===== config.mk =====
export PLATFORM = sky130hd
export DESIGN_NAME = riscv_alu_arbiter
export DESIGN_NICKNAME = d
export VERILOG_FILES = /design/src/rtl/riscv_alu_arbiter.sv
export SDC_FILE = /design/constraint.sdc
export NUM_CORES = 1
export LEC_CHECK = 0
export CAP_MARGIN = 20
export CORE_MARGIN = 1.5
export CORE_UTILIZATION = 49
export DETAILED_ROUTE_END_ITERATION = 8
export GPL_TIMING_DRIVEN = 0
export HOLD_SLACK_MARGIN = 0.08
export PLACE_DENSITY = 0.81
export SLEW_MARGIN = 10
export SYNTH_ARGS = -nofsm -noshare
export SYNTH_HDL_FRONTEND = slang
export SYNTH_HIERARCHICAL = 1
export SYNTH_SLANG_ARGS = --single-unit
export TNS_END_PERCENT = 10

===== constraint.sdc =====
create_clock -name clk -period 5.79 [get_ports clk]
set_clock_uncertainty 0.05 [all_clocks]
set_input_delay 1.4475 -clock clk [delete_from_list [all_inputs] [get_ports clk]]
set_output_delay 1.4475 -clock clk [all_outputs]
set_load 0.05 [all_outputs]

===== src/rtl/riscv_alu_arbiter.sv =====
// riscv_alu_arbiter
//
// Shares a single riscv_alu between NREQ requesters. Each requester
// presents an operation with a valid/ready handshake. The arbiter grants
// one operation per cycle when the response slot is free. The ALU result
// is captured on the next edge, tagged with the owner's index, and held
// until that owner drains it. Only one operation is outstanding at a time.
//
// Configuration macro: RISCV_ALU_ARB_RR_EN
//   defined   -> round-robin grant; the search starts just after the last winner
//   undefined -> fixed priority; the lowest requester index wins
//
// Ports
//   clk        : clock; all state changes on the rising edge
//   rst        : synchronous active-high reset
//   req_valid  : [NREQ]        requester i has an operation pending
//   req_ready  : [NREQ]        one-hot grant (combinational)
//   req_a      : [NREQ*WIDTH]  operand a, slice i = [i*WIDTH +: WIDTH]
//   req_b      : [NREQ*WIDTH]  operand b, sliced the same way
//   req_ctrl   : [NREQ*4]      ALU control, slice i = [i*4 +: 4]
//   rsp_valid  : [NREQ]        one-hot; a result is held for requester i
//   rsp_ready  : [NREQ]        requester i accepts its result
//   rsp_data   : [WIDTH]       registered ALU result
//   rsp_zero   : 1             registered zero flag
//   rsp_id     : [IDW]         owner of the held result

// riscv_alu: purely combinational ALU.
// Control codes that are not recognised give result 0 and zero=1.
module riscv_alu #(
  parameter int WIDTH = 32
) (
  input  logic [3:0]       i_ctrl,
  input  logic [WIDTH-1:0] i_a,
  input  logic [WIDTH-1:0] i_b,
  output logic [WIDTH-1:0] o_result,
  output logic             o_zero
);

  // Decode the control code into one of the supported operations.
  // Set-less-than compares the operands as unsigned values.
  always_comb begin
    o_result = '0;
    case (i_ctrl)
      4'b0000: o_result = i_a & i_b;
      4'b0001: o_result = i_a | i_b;
      4'b0010: o_result = i_a + i_b;
      4'b0110: o_result = i_a - i_b;
      4'b0111: o_result = (i_a < i_b) ? {{(WIDTH-1){1'b0}}, 1'b1} : '0;
      4'b1100: o_result = ~(i_a | i_b);
      default: o_result = '0;
    endcase
  end

  assign o_zero = (o_result == '0);

endmodule

module riscv_alu_arbiter #(
  parameter int WIDTH = 32,
  parameter int NREQ  = 2,
  parameter int IDW   = $clog2(NREQ)
) (
  input  logic                  clk,
  input  logic                  rst,
  input  logic [NREQ-1:0]       req_valid,
  output logic [NREQ-1:0]       req_ready,
  input  logic [NREQ*WIDTH-1:0] req_a,
  input  logic [NREQ*WIDTH-1:0] req_b,
  input  logic [NREQ*4-1:0]     req_ctrl,
  output logic [NREQ-1:0]       rsp_valid,
  input  logic [NREQ-1:0]       rsp_ready,
  output logic [WIDTH-1:0]      rsp_data,
  output logic                  rsp_zero,
  output logic [IDW-1:0]        rsp_id
);

  logic [NREQ-1:0]  r_rspValid;
  logic [WIDTH-1:0] r_rspData;
  logic             r_rspZero;
  logic [IDW-1:0]   r_rspId;

  logic             w_drain;
  logic             w_slotFree;
  logic             w_found;
  logic             w_grant;
  logic [IDW-1:0]   w_grantIdx;
  logic [WIDTH-1:0] w_aluA;
  logic [WIDTH-1:0] w_aluB;
  logic [3:0]       w_aluCtrl;
  logic [WIDTH-1:0] w_aluResult;
  logic             w_aluZero;

  // rsp_valid is one-hot on the owner. AND-ing it with rsp_ready therefore
  // picks out only the owner's ready, so ready bits from other requesters
  // have no effect.
  assign w_drain    = |(r_rspValid & rsp_ready);
  assign w_slotFree = (r_rspValid == '0) || w_drain;

`ifdef RISCV_ALU_ARB_RR_EN
  logic [IDW-1:0] r_last;

  // Round-robin search. Start one past the previous winner and wrap modulo
  // NREQ. The first requester found with valid set wins.
  always_comb begin
    w_found    = 1'b0;
    w_grantIdx = '0;
    for (int k = 1; k <= NREQ; k++) begin
      if (!w_found && req_valid[(int'(r_last) + k) % NREQ]) begin
        w_found    = 1'b1;
        w_grantIdx = IDW'((int'(r_last) + k) % NREQ);
      end
    end
  end

  // The pointer moves only when a grant is actually issued. Its reset value
  // of NREQ-1 makes requester 0 the first winner.
  always_ff @(posedge clk) begin
    if (rst) begin
      r_last <= IDW'(NREQ - 1);
    end else if (w_grant) begin
      r_last <= w_grantIdx;
    end
  end
`else
  // Fixed priority. The loop scans downward so that the lowest set index
  // is the last write and therefore wins.
  always_comb begin
    w_found    = 1'b0;
    w_grantIdx = '0;
    for (int i = NREQ - 1; i >= 0; i--) begin
      if (req_valid[i]) begin
        w_found    = 1'b1;
        w_grantIdx = IDW'(i);
      end
    end
  end
`endif

  assign w_grant = w_slotFree && w_found;

  // One-hot grant. It is issued only when the slot can take a new result.
  always_comb begin
    req_ready = '0;
    if (w_grant) begin
      req_ready[w_grantIdx] = 1'b1;
    end
  end

  // Steer the winner's payload into the shared ALU.
  always_comb begin
    w_aluA    = '0;
    w_aluB    = '0;
    w_aluCtrl = '0;
    for (int i = 0; i < NREQ; i++) begin
      if (w_grantIdx == IDW'(i)) begin
        w_aluA    = req_a[i*WIDTH +: WIDTH];
        w_aluB    = req_b[i*WIDTH +: WIDTH];
        w_aluCtrl = req_ctrl[i*4 +: 4];
      end
    end
  end

  riscv_alu #(.WIDTH(WIDTH)) u_alu (
    .i_ctrl   (w_aluCtrl),
    .i_a      (w_aluA),
    .i_b      (w_aluB),
    .o_result (w_aluResult),
    .o_zero   (w_aluZero)
  );

  // Response slot. A grant takes priority over a drain because draining and
  // refilling on the same edge must load the new result. A drain with no
  // new grant clears only the valid bits; data, zero and id keep their
  // last values.
  always_ff @(posedge clk) begin
    if (rst) begin
      r_rspValid <= '0;
      r_rspData  <= '0;
      r_rspZero  <= 1'b1;
      r_rspId    <= '0;
    end else if (w_grant) begin
      r_rspValid <= req_ready;
      r_rspData  <= w_aluResult;
      r_rspZero  <= w_aluZero;
      r_rspId    <= w_grantIdx;
    end else if (w_drain) begin
      r_rspValid <= '0;
    end
  end

  assign rsp_valid = r_rspValid;
  assign rsp_data  = r_rspData;
  assign rsp_zero  = r_rspZero;
  assign rsp_id    = r_rspId;

endmodule


# Yosys cells after proc, flatten, opt, wreduce, memory -nomap -nowiden
# Cells that the tools add are included.
# word_totals
wordCells	39
ff_bits	36
# classes
addsub	2
n_eq_ne	5
n_lt_le_gt_ge	3
n_reduce_logical	8
bitwise_logic	4
mux	13
# op_table
cell	count
case mux 32 bit (6 select lines)	1
two-way mux 32 bit	2
adder 32 bit	1
bitwise AND 32 bit	1
zero test 32 bit	1
less-than comparator 32 bit	1
NOT 32 bit	1
OR 32 bit	1
subtractor 32 bit	1
== test 4 x 3 -> 1 bit (second input constant)	2
two-way mux 2 bit	3
two-way mux 1 bit	5
== test 4 x 1 -> 1 bit (second input constant)	1
== test 4 x 2 -> 1 bit (second input constant)	1
== test 4 bit (second input constant)	1
zero test 4 bit	1
two-way mux 4 bit	1
bitwise AND 2 bit	1
logical AND 1 bit	2
zero test 2 bit	1
less-than comparator 1 x 2 -> 1 bit (second input constant)	1
nonzero test 2 bit	1
OR reduction 2 bit	1
demux 1 bit (select 1 bit)	1
2 further kinds	2

# Depth between registers and ports, before layout
# Gate-level depths: netlist of the first run.
# logic_depth
word_depth	8
mapped_depth	23

# By module
# Netlist of the first run, hierarchy kept.
# by_module_without_submodules
mod	instances	seq_area_each_um2	cells_each	area_each_um2
riscv_alu	1	0.0	877	5854.4
riscv_alu_arbiter	1	720.7	481	3144.3

# Worst setup path after synthesis of the first run
# Ideal clock, no wire load.
# synth_path
path_kind	input to register
start	in req_valid[1]
end	reg r_rspZero, in the netlist rsp_zero
slack_ns	-0.346
t_arrival_ns	6.007
path_buffers	2
setup_ns	0.079
path_stages	21
path_cell_list	nor2b_1 > clkbuf_1 > clkbuf_1 > nand2_1 > nand2_1 > inv_1 > ha_1 > fa_1 > or2_1 > a221oi_2 > o22a_1 > o221a_2 > o21ai_1 > or4b_1 > or4b_1 > or4_1 > nor4_1 > and4b_1 > inv_1 > a311o_1 > o211ai_1
# synth_via
elab_cells_between_ends	22
cone_classes	add/sub: 2; order compare: 1; eq/ne: 5; mux: 8; bitwise: 3; reduce/logical: 3
# synth_rtl
element	line_no	rtl
from (decl)	65	input logic [NREQ-1:0] req_valid,
two-way mux 1 bit * (2 in series)	131	if (req_valid[i]) begin
two-way mux 32 bit *	155	if (w_grantIdx == IDW'(i)) begin
named net w_aluA[0]	87	logic [WIDTH-1:0] w_aluA;
subtractor 32 bit or adder 32 bit (tied branches)	47, 46	
case mux 32 bit (6 select lines) *	43	case (i_ctrl)
named net w_aluResult[8]	90	logic [WIDTH-1:0] w_aluResult;
zero test 32 bit *	54	assign o_zero = (o_result == '0);
named net w_aluZero	91	logic w_aluZero;
to (signal assigned)	184	r_rspZero <= w_aluZero;
to (decl)	79	logic r_rspZero;
# Mark *: on every way through the listed nets, which the timed path passes. The rest lies on a longest branch.
# A chain may end at the register's enable or synchronous reset.

# Worst setup path after layout of the first run
# Ends and elaborated chain as after synthesis.

==> flow_metrics.tcl, run 1 <==
set metrics [dict create \
    setup_viol_count_final 1 \
    yosys_warnings 6 \
    global_route.usage.total_pct 38.7 \
    grt_max_degree 12 \
    final_common_cell "nand2_1" \
    share_clk_of_total_power_pct 15.0 \
    worst_ep_required_time_ns 5.96 \
    clock_tree.htree_level_count 2 \
    post_synth.cell_area_avg_um2 6.63 \
    multi_input_area_um2 8000 \
    tritoncts "done" \
    power.internal_mw 1.15 \
    numPortBuffers 178 \
    slowest_stage "or4b_4" \
    fp-row-count 49 \
    cts.clk_slew.worst_paths_ns 0.06 \
    wirelength_per_cell_um 21.5 \
    first_pass_iters 8 \
    worst_setup_path_end_kind "flop" \
    die_area_um2 19200 \
    synth_seq_area_share_pct 8.01 \
    area_of_placed_instances_um2 11100 \
    min_period_ns 6.04 \
    power_density_nw_per_um2 181 \
    clock_tree.buffer_depth 2 \
    violations "setup timing" \
    final_area_um2 12400 \
    core_box_area_um2 18000 \
    syn_nets 1603 \
    layout.nets 1823 \
    vias 11700 \
    timing.fmax_mhz 166 \
    leakage_nw 5.31 \
    power.sequential.fraction_pct 13.4 \
    synthFlopType "dfxtp_1" \
    detailed_place_hpwl_um 29600 \
    die_width_um 139 \
    io_pins 180 \
    clk_latency_ns 0.29 \
    fillers 1585 \
    global_route_wire_length_before_repair_um 59800 \
    vias_per_cell 6.49 \
    crit_path_cells "buf_8 -> nor2b_4 -> buf_8 -> buf_12 -> buf_6 -> nand2_1 -> nand2_1 -> inv_1 -> ha_1 -> buf_6 -> and4_4 -> and4_1 -> o21ai_2 -> a2111oi_4 -> o311ai_1 -> o22a_2 -> or4b_4 -> or4_4 -> nor4_2 -> and4b_2 -> inv_1 -> a311o_1 -> o211ai_1" \
    synth_cells 1358 \
    postRouteWirelength_um 38900 \
    rsz0062_at_grt "yes" \
    area_growth_syn_to_layout_pct 37.9 \
    floorplan.initialDensity_pct 50.1 \
    die_height_um 139 \
    cts_sinks 36 \
    maxCapViolCount 0 \
    slew_headroom_pct 38.5 \
    ys_ff_latch 36 \
    root_buffer "clkbuf_16" \
    hold_slack_ns 0.443 \
    vdd_ir_drop_max_v 0.000208 \
    cpPeakStageDelay_ns 0.51 \
    drc_errors 0 \
    setup.worst_path.class "input port to flop" \
    cts_buffers 5 \
    overflow_left_after_global_routing 0 \
    area.sequential_um2 721 \
    crit_arrival_ns 6.21 \
    number_of_global_route_vias_before_repair 11000 \
    share_of_layout_cells_above_drive_strength_1_pct 16.0 \
    worst_setup_path_start_kind "input port" \
    synth_cell_type_count 85 \
    max_slew.worst_pin.slew_ns 0.923 \
    most-common-layout-cells "nand2_1, clkdlybuf4s50_1, inv_1" \
    final_critical_path_setup_slack_ns -0.250 \
    cp_max_fo 10 \
    final-max-slew-violation-count 0 \
    power.share.combinational_pct 71.6 \
    p_sw_share_pct 48.9 \
    detailedRoute.firstIterationViolations 1122 \
    count_of_flip_flops_with_a_built_in_enable_after_synthesis 0 \
    num_antenna_cells 0 \
    timing.hold.worst.class "flop to flop" \
    status "finished with violations" \
    synth_area_um2 9000 \
    fraction_of_synthesis_flops_using_an_asynchronous_set_or_reset_pin_pct 0 \
    report.final.hold_viol_count 0 \
    final_period_utilization_pct 104 \
    grt_antenna_before_repair 0 \
    globalplace.congestion 1.03 \
    power.switching_mw 1.10 \
    ant_nets 0 \
]
logic make-up after synthesis:
| group | count (synthesis) | share of synthesized area, % |
|---|---|---|
| AND/OR/NAND/NOR | 593 | 32.0 |
| AO/OA/AOI/OAI | 398 | 33.9 |
| buffers and inverters | 212 | 9.79 |
| adder cells (fa/ha/maj) | 103 | 14.5 |
| flip-flops | 36 | 8.01 |
| multiplexers | 11 | 1.25 |
| XOR/XNOR | 5 | 0.487 |
critical path, delay by kind of cell:
family | cells | cell delay [ns]
compound gates | 6 | 1.39
fa+ha+maj | 1 | 0.29
buf+inv | 7 | 0.84
simple gates | 9 | 2.22
what timing repair did:
| action | CTS | global route |
|---|---|---|
| hold buffers | 0 | 0 |
| setup endpoints to repair | 27 | 8 |
| cloned | 1 | 1 |
| pin swaps | 34 | 26 |
| buffers inserted | 27 | 12 |
| resized for setup | 145 | 59 |
through the flow:
step	std cells	setup WS, ns	utilization (%)	setup TNS [ns]	total power [mW]
after global routing	1808	-0.403	69.1	-0.462	2.36
after global placement	1765	-2.15	61.9	-34.58	1.64
after floorplan	1358	0.0000915	-	0	1.20
after CTS	1797	-0.220	67.4	-0.220	2.13
final	1808	-0.250	69.1	-0.250	2.25
after detailed placement	1766	-2.02	61.9	-27.21	1.65
cell type report:
| class | instances | share of cell area [%] |
|---|---|---|
| multi-input cells | 1110 | 64.5 |
| repair buffers | 220 | 17.4 |
| flip-flops and latches | 36 | 5.81 |
| plain buffers | 100 | 5.32 |
| inverters | 105 | 3.21 |
| well taps | 229 | 2.31 |
| clock buffers | 7 | 1.23 |
| clock inverters | 1 | 0.242 |
registers in the layout, summed over array words and instances (netlist names):
signal,cells
rsp_valid,2
rsp_id,1
rsp_zero,1
rsp_data,32
final timing paths:
check                           cells after the start    startpoint  slack (ns)          end
worst max-delay path                               23  req_valid[1]       -0.25     rsp_zero
worst min-delay path                                2      rsp_zero        0.44     rsp_zero
worst max register to register                      5  rsp_valid[1]        4.09  rsp_data[3]
worst min register to register                      2      rsp_zero        0.44     rsp_zero
cells in the mapped netlist, types with 11 or more instances:
cell type	number	area share [%]
nand2_1	244	10
a211oi_1	13	1.1
ha_1	101	14
a311oi_1	36	3.5
o211ai_1	23	1.9
buf_2	31	1.7
a311o_1	17	1.9
a21o_1	16	1.3
nor3_1	31	1.7
a31oi_1	11	0.76
clkbuf_1	67	2.8
a221oi_1	18	1.8
nor2b_1	12	0.83
nand3_1	17	0.95
o21ai_0	51	2.8
inv_1	105	4.4
dfxtp_1	36	8.0
nor4_1	51	3.5
nand2b_1	76	5.3
a311o_2	19	2.4
a21oi_1	63	3.5
a221o_1	14	1.6
nor2_1	93	3.9
layer usage:
metal  wire, um  share of wire (%)  track usage (%)
met1      16000                 41             49.6
met2      17400                 45             63.5
met3       3290                8.5             6.44
met4       2170                5.6             17.7
met5          0                  0                0
power by group through the flow:
stage	Sequential, mW	Clock [mW]	Combinational, mW
2_1_floorplan	0.398	0	0.805
3_3_place_gp	0.303	0	1.34
3_5_place_dp	0.304	0	1.35
4_1_cts	0.299	0.336	1.49
5_1_grt	0.303	0.349	1.71
6_report	0.301	0.337	1.61
No activity file was read; power rests on OpenSTA's default activity.
==> run 2, diff against run 1 <==
- CORE_MARGIN: 1.5 -> 2
==> flow_metrics.tcl, run 2 (same netlist as run 1, synthesis figures left out) <==
set metrics [dict create \
    vdd_ir_drop_max_v 0.000236 \
    root_buffer "clkbuf_16" \
    violations "setup timing" \
    globalplace.congestion 1.01 \
    io_pins 180 \
    vias_per_cell 6.45 \
    setup.worst_path.class "input port to flop" \
    most-common-layout-cells "nand2_1, clkdlybuf4s50_1, inv_1" \
    global_route_wire_length_before_repair_um 60600 \
    slew_headroom_pct 38.8 \
    die_width_um 140 \
    timing.fmax_mhz 165 \
    worst_r2r_startpoint "rsp_valid[1]" \
    ant_nets 0 \
    crit_arrival_ns 6.20 \
    max_slew.worst_pin.slew_ns 0.919 \
    status "finished with violations" \
    summed_negative_setup_slack_over_all_endpoints_ns -0.386 \
    worstHoldEndpoint "rsp_zero" \
    min_period_ns 6.04 \
    ff2ff_path_depth 4 \
    layout.nets 1808 \
    detailedRoute.firstIterationViolations 1145 \
    share_of_layout_cells_above_drive_strength_1_pct 14.4 \
    cts_buffers 5 \
    worst_setup_path_start_kind "input port" \
    power_density_nw_per_um2 176 \
    cts.clk_slew.worst_paths_ns 0.06 \
    fp-row-count 49 \
    met1_usage_pct 49.0 \
    overflow_left_after_global_routing 0 \
    largest_register_ff_count 32 \
    holdBufCountCts 0 \
    tritoncts "done" \
    report.final.hold_viol_count 0 \
    gr-max-usage-layer "met2" \
    area_growth_syn_to_layout_pct 35.5 \
    reg2reg_to "rsp_data[3]" \
    floorplan.initialDensity_pct 50.1 \
    setup_viol_count_final 2 \
    final-max-slew-violation-count 0 \
    detailed_place_hpwl_um 29800 \
    finish.cell_count_without_fillers 1793 \
    final_common_cell "nand2_1" \
    die_height_um 140 \
    hold_path.startpoint "rsp_zero" \
    vias 11600 \
    timing.hold.worst.class "flop to flop" \
    number_of_global_route_vias_before_repair 11200 \
    leakage_nw 5.21 \
    gr-usage-met2_pct 63.7 \
    clock_tree.htree_level_count 2 \
    final_critical_path_setup_slack_ns -0.253 \
    first_pass_iters 5 \
    cp_max_fo 6 \
    worst_setup_path_end_kind "flop" \
    num_antenna_cells 0 \
    cts_sinks 36 \
    wirelength_per_cell_um 21.7 \
    grt_max_degree 12 \
    worst_ep_required_time_ns 5.95 \
    clock_tree.buffer_depth 2 \
    post-layout-total-power_mw 2.15 \
    core_box_area_um2 18000 \
    final_period_utilization_pct 104 \
    numPortBuffers 178 \
    grt_antenna_before_repair 0 \
    r2r_slack_ns 4.08 \
    hold_path_depth 2 \
    maxCapViolCount 0 \
    drc_errors 0 \
    met3_usage_pct 7.50 \
    postRouteWirelength_um 38900 \
    rsz0062_at_grt "yes" \
    clk_latency_ns 0.29 \
    die_area_um2 19500 \
    global_route.usage.total_pct 38.7 \
    dpl.cell_count 1766 \
]
[run 2: cell types whose count changed in the layout (fill, tap and decap cells not counted), moves of 3 or more]
cell      previous run  this run
a21oi_1             56        59
a21oi_2              6         3
buf_2               26        23
buf_4               38        26
clkbuf_1            30        33
clkbuf_2            19        15
ha_1                86        89
[run 2: report_power, final]
| group | internal (mW) | leakage (nW) | switching, mW | total, mW |
|---|---|---|---|---|
| logic | 0.614 | 4.84 | 0.953 | 1.57 |
| clock network | 0.170 | 0.0766 | 0.110 | 0.280 |
| registers | 0.277 | 0.295 | 0.0246 | 0.301 |
[run 2: per-layer routing]
layer | wire [um] | vias to the layer above
li1 | - | 5396
met1 | 15700 | 5400
met2 | 17700 | 650
met3 | 3630 | 119
met4 | 1800 | 0
met5 | 0 | -
[run 2: final cells by class]
type,instances,area (um2)
tap,229,287
timing repair buffer,203,2020
clock inverter,2,10.0
buffer,102,672
inverter,105,394
clock buffer,6,139
multi-input combinational,1110,7950
fill,1624,5770
sequential,36,721
[run 2: timing repair]
item,in CTS,in global routing
gates resized for setup,128,69
setup buffers,21,3
endpoints found under the setup margin,25,8
hold endpoints to repair,0,0
pin swaps,29,23
[run 2: through the flow]
stage / utilization (%) / instance area, um2 / hold slack (ns) / setup WS (ns)
CTS: 66.5 / 12000 / 0.456 / -0.220
detailed placement: 61.9 / 11100 / 0.445 / -2.00
global route: 67.9 / 12200 / 0.494 / -0.393
finish: 67.9 / 12200 / 0.451 / -0.253
floorplan: - / 9040 / 0.651 / 0.0000915
global placement: 61.9 / 11100 / 0.439 / -2.13
[run 2: worst max-delay path: stages]
cell	delay, ns
buf_8	0.09
nor2b_4	0.13
clkbuf_8	0.16
clkbuf_16	0.15
nand2_2	0.05
nand2_2	0.07
buf_4	0.12
ha_4	0.15
inv_1	0.06
fa_1	0.40
nand2b_4	0.18
a21oi_4	0.17
buf_4	0.16
o21ai_2	0.09
a2111oi_4	0.48
o311ai_1	0.16
o22a_2	0.35
or4b_4	0.51
or4_1	0.40
nor4_1	0.16
and4b_1	0.30
inv_1	0.06
a311o_1	0.26
o211ai_1	0.09
[run 2: worst max path at each step]
stage | end | slack (ns) | depth (start not counted) | from
after floorplan | rsp_zero | 0.00009 | 22 | req_valid[1]
after global placement | rsp_zero | -2.13 | 18 | req_valid[1]
after detailed placement | rsp_zero | -2.00 | 23 | req_valid[1]
after CTS | rsp_zero | -0.22 | 22 | req_valid[1]
after global routing | rsp_zero | -0.39 | 22 | req_valid[1]
final | rsp_zero | -0.25 | 24 | req_valid[1]
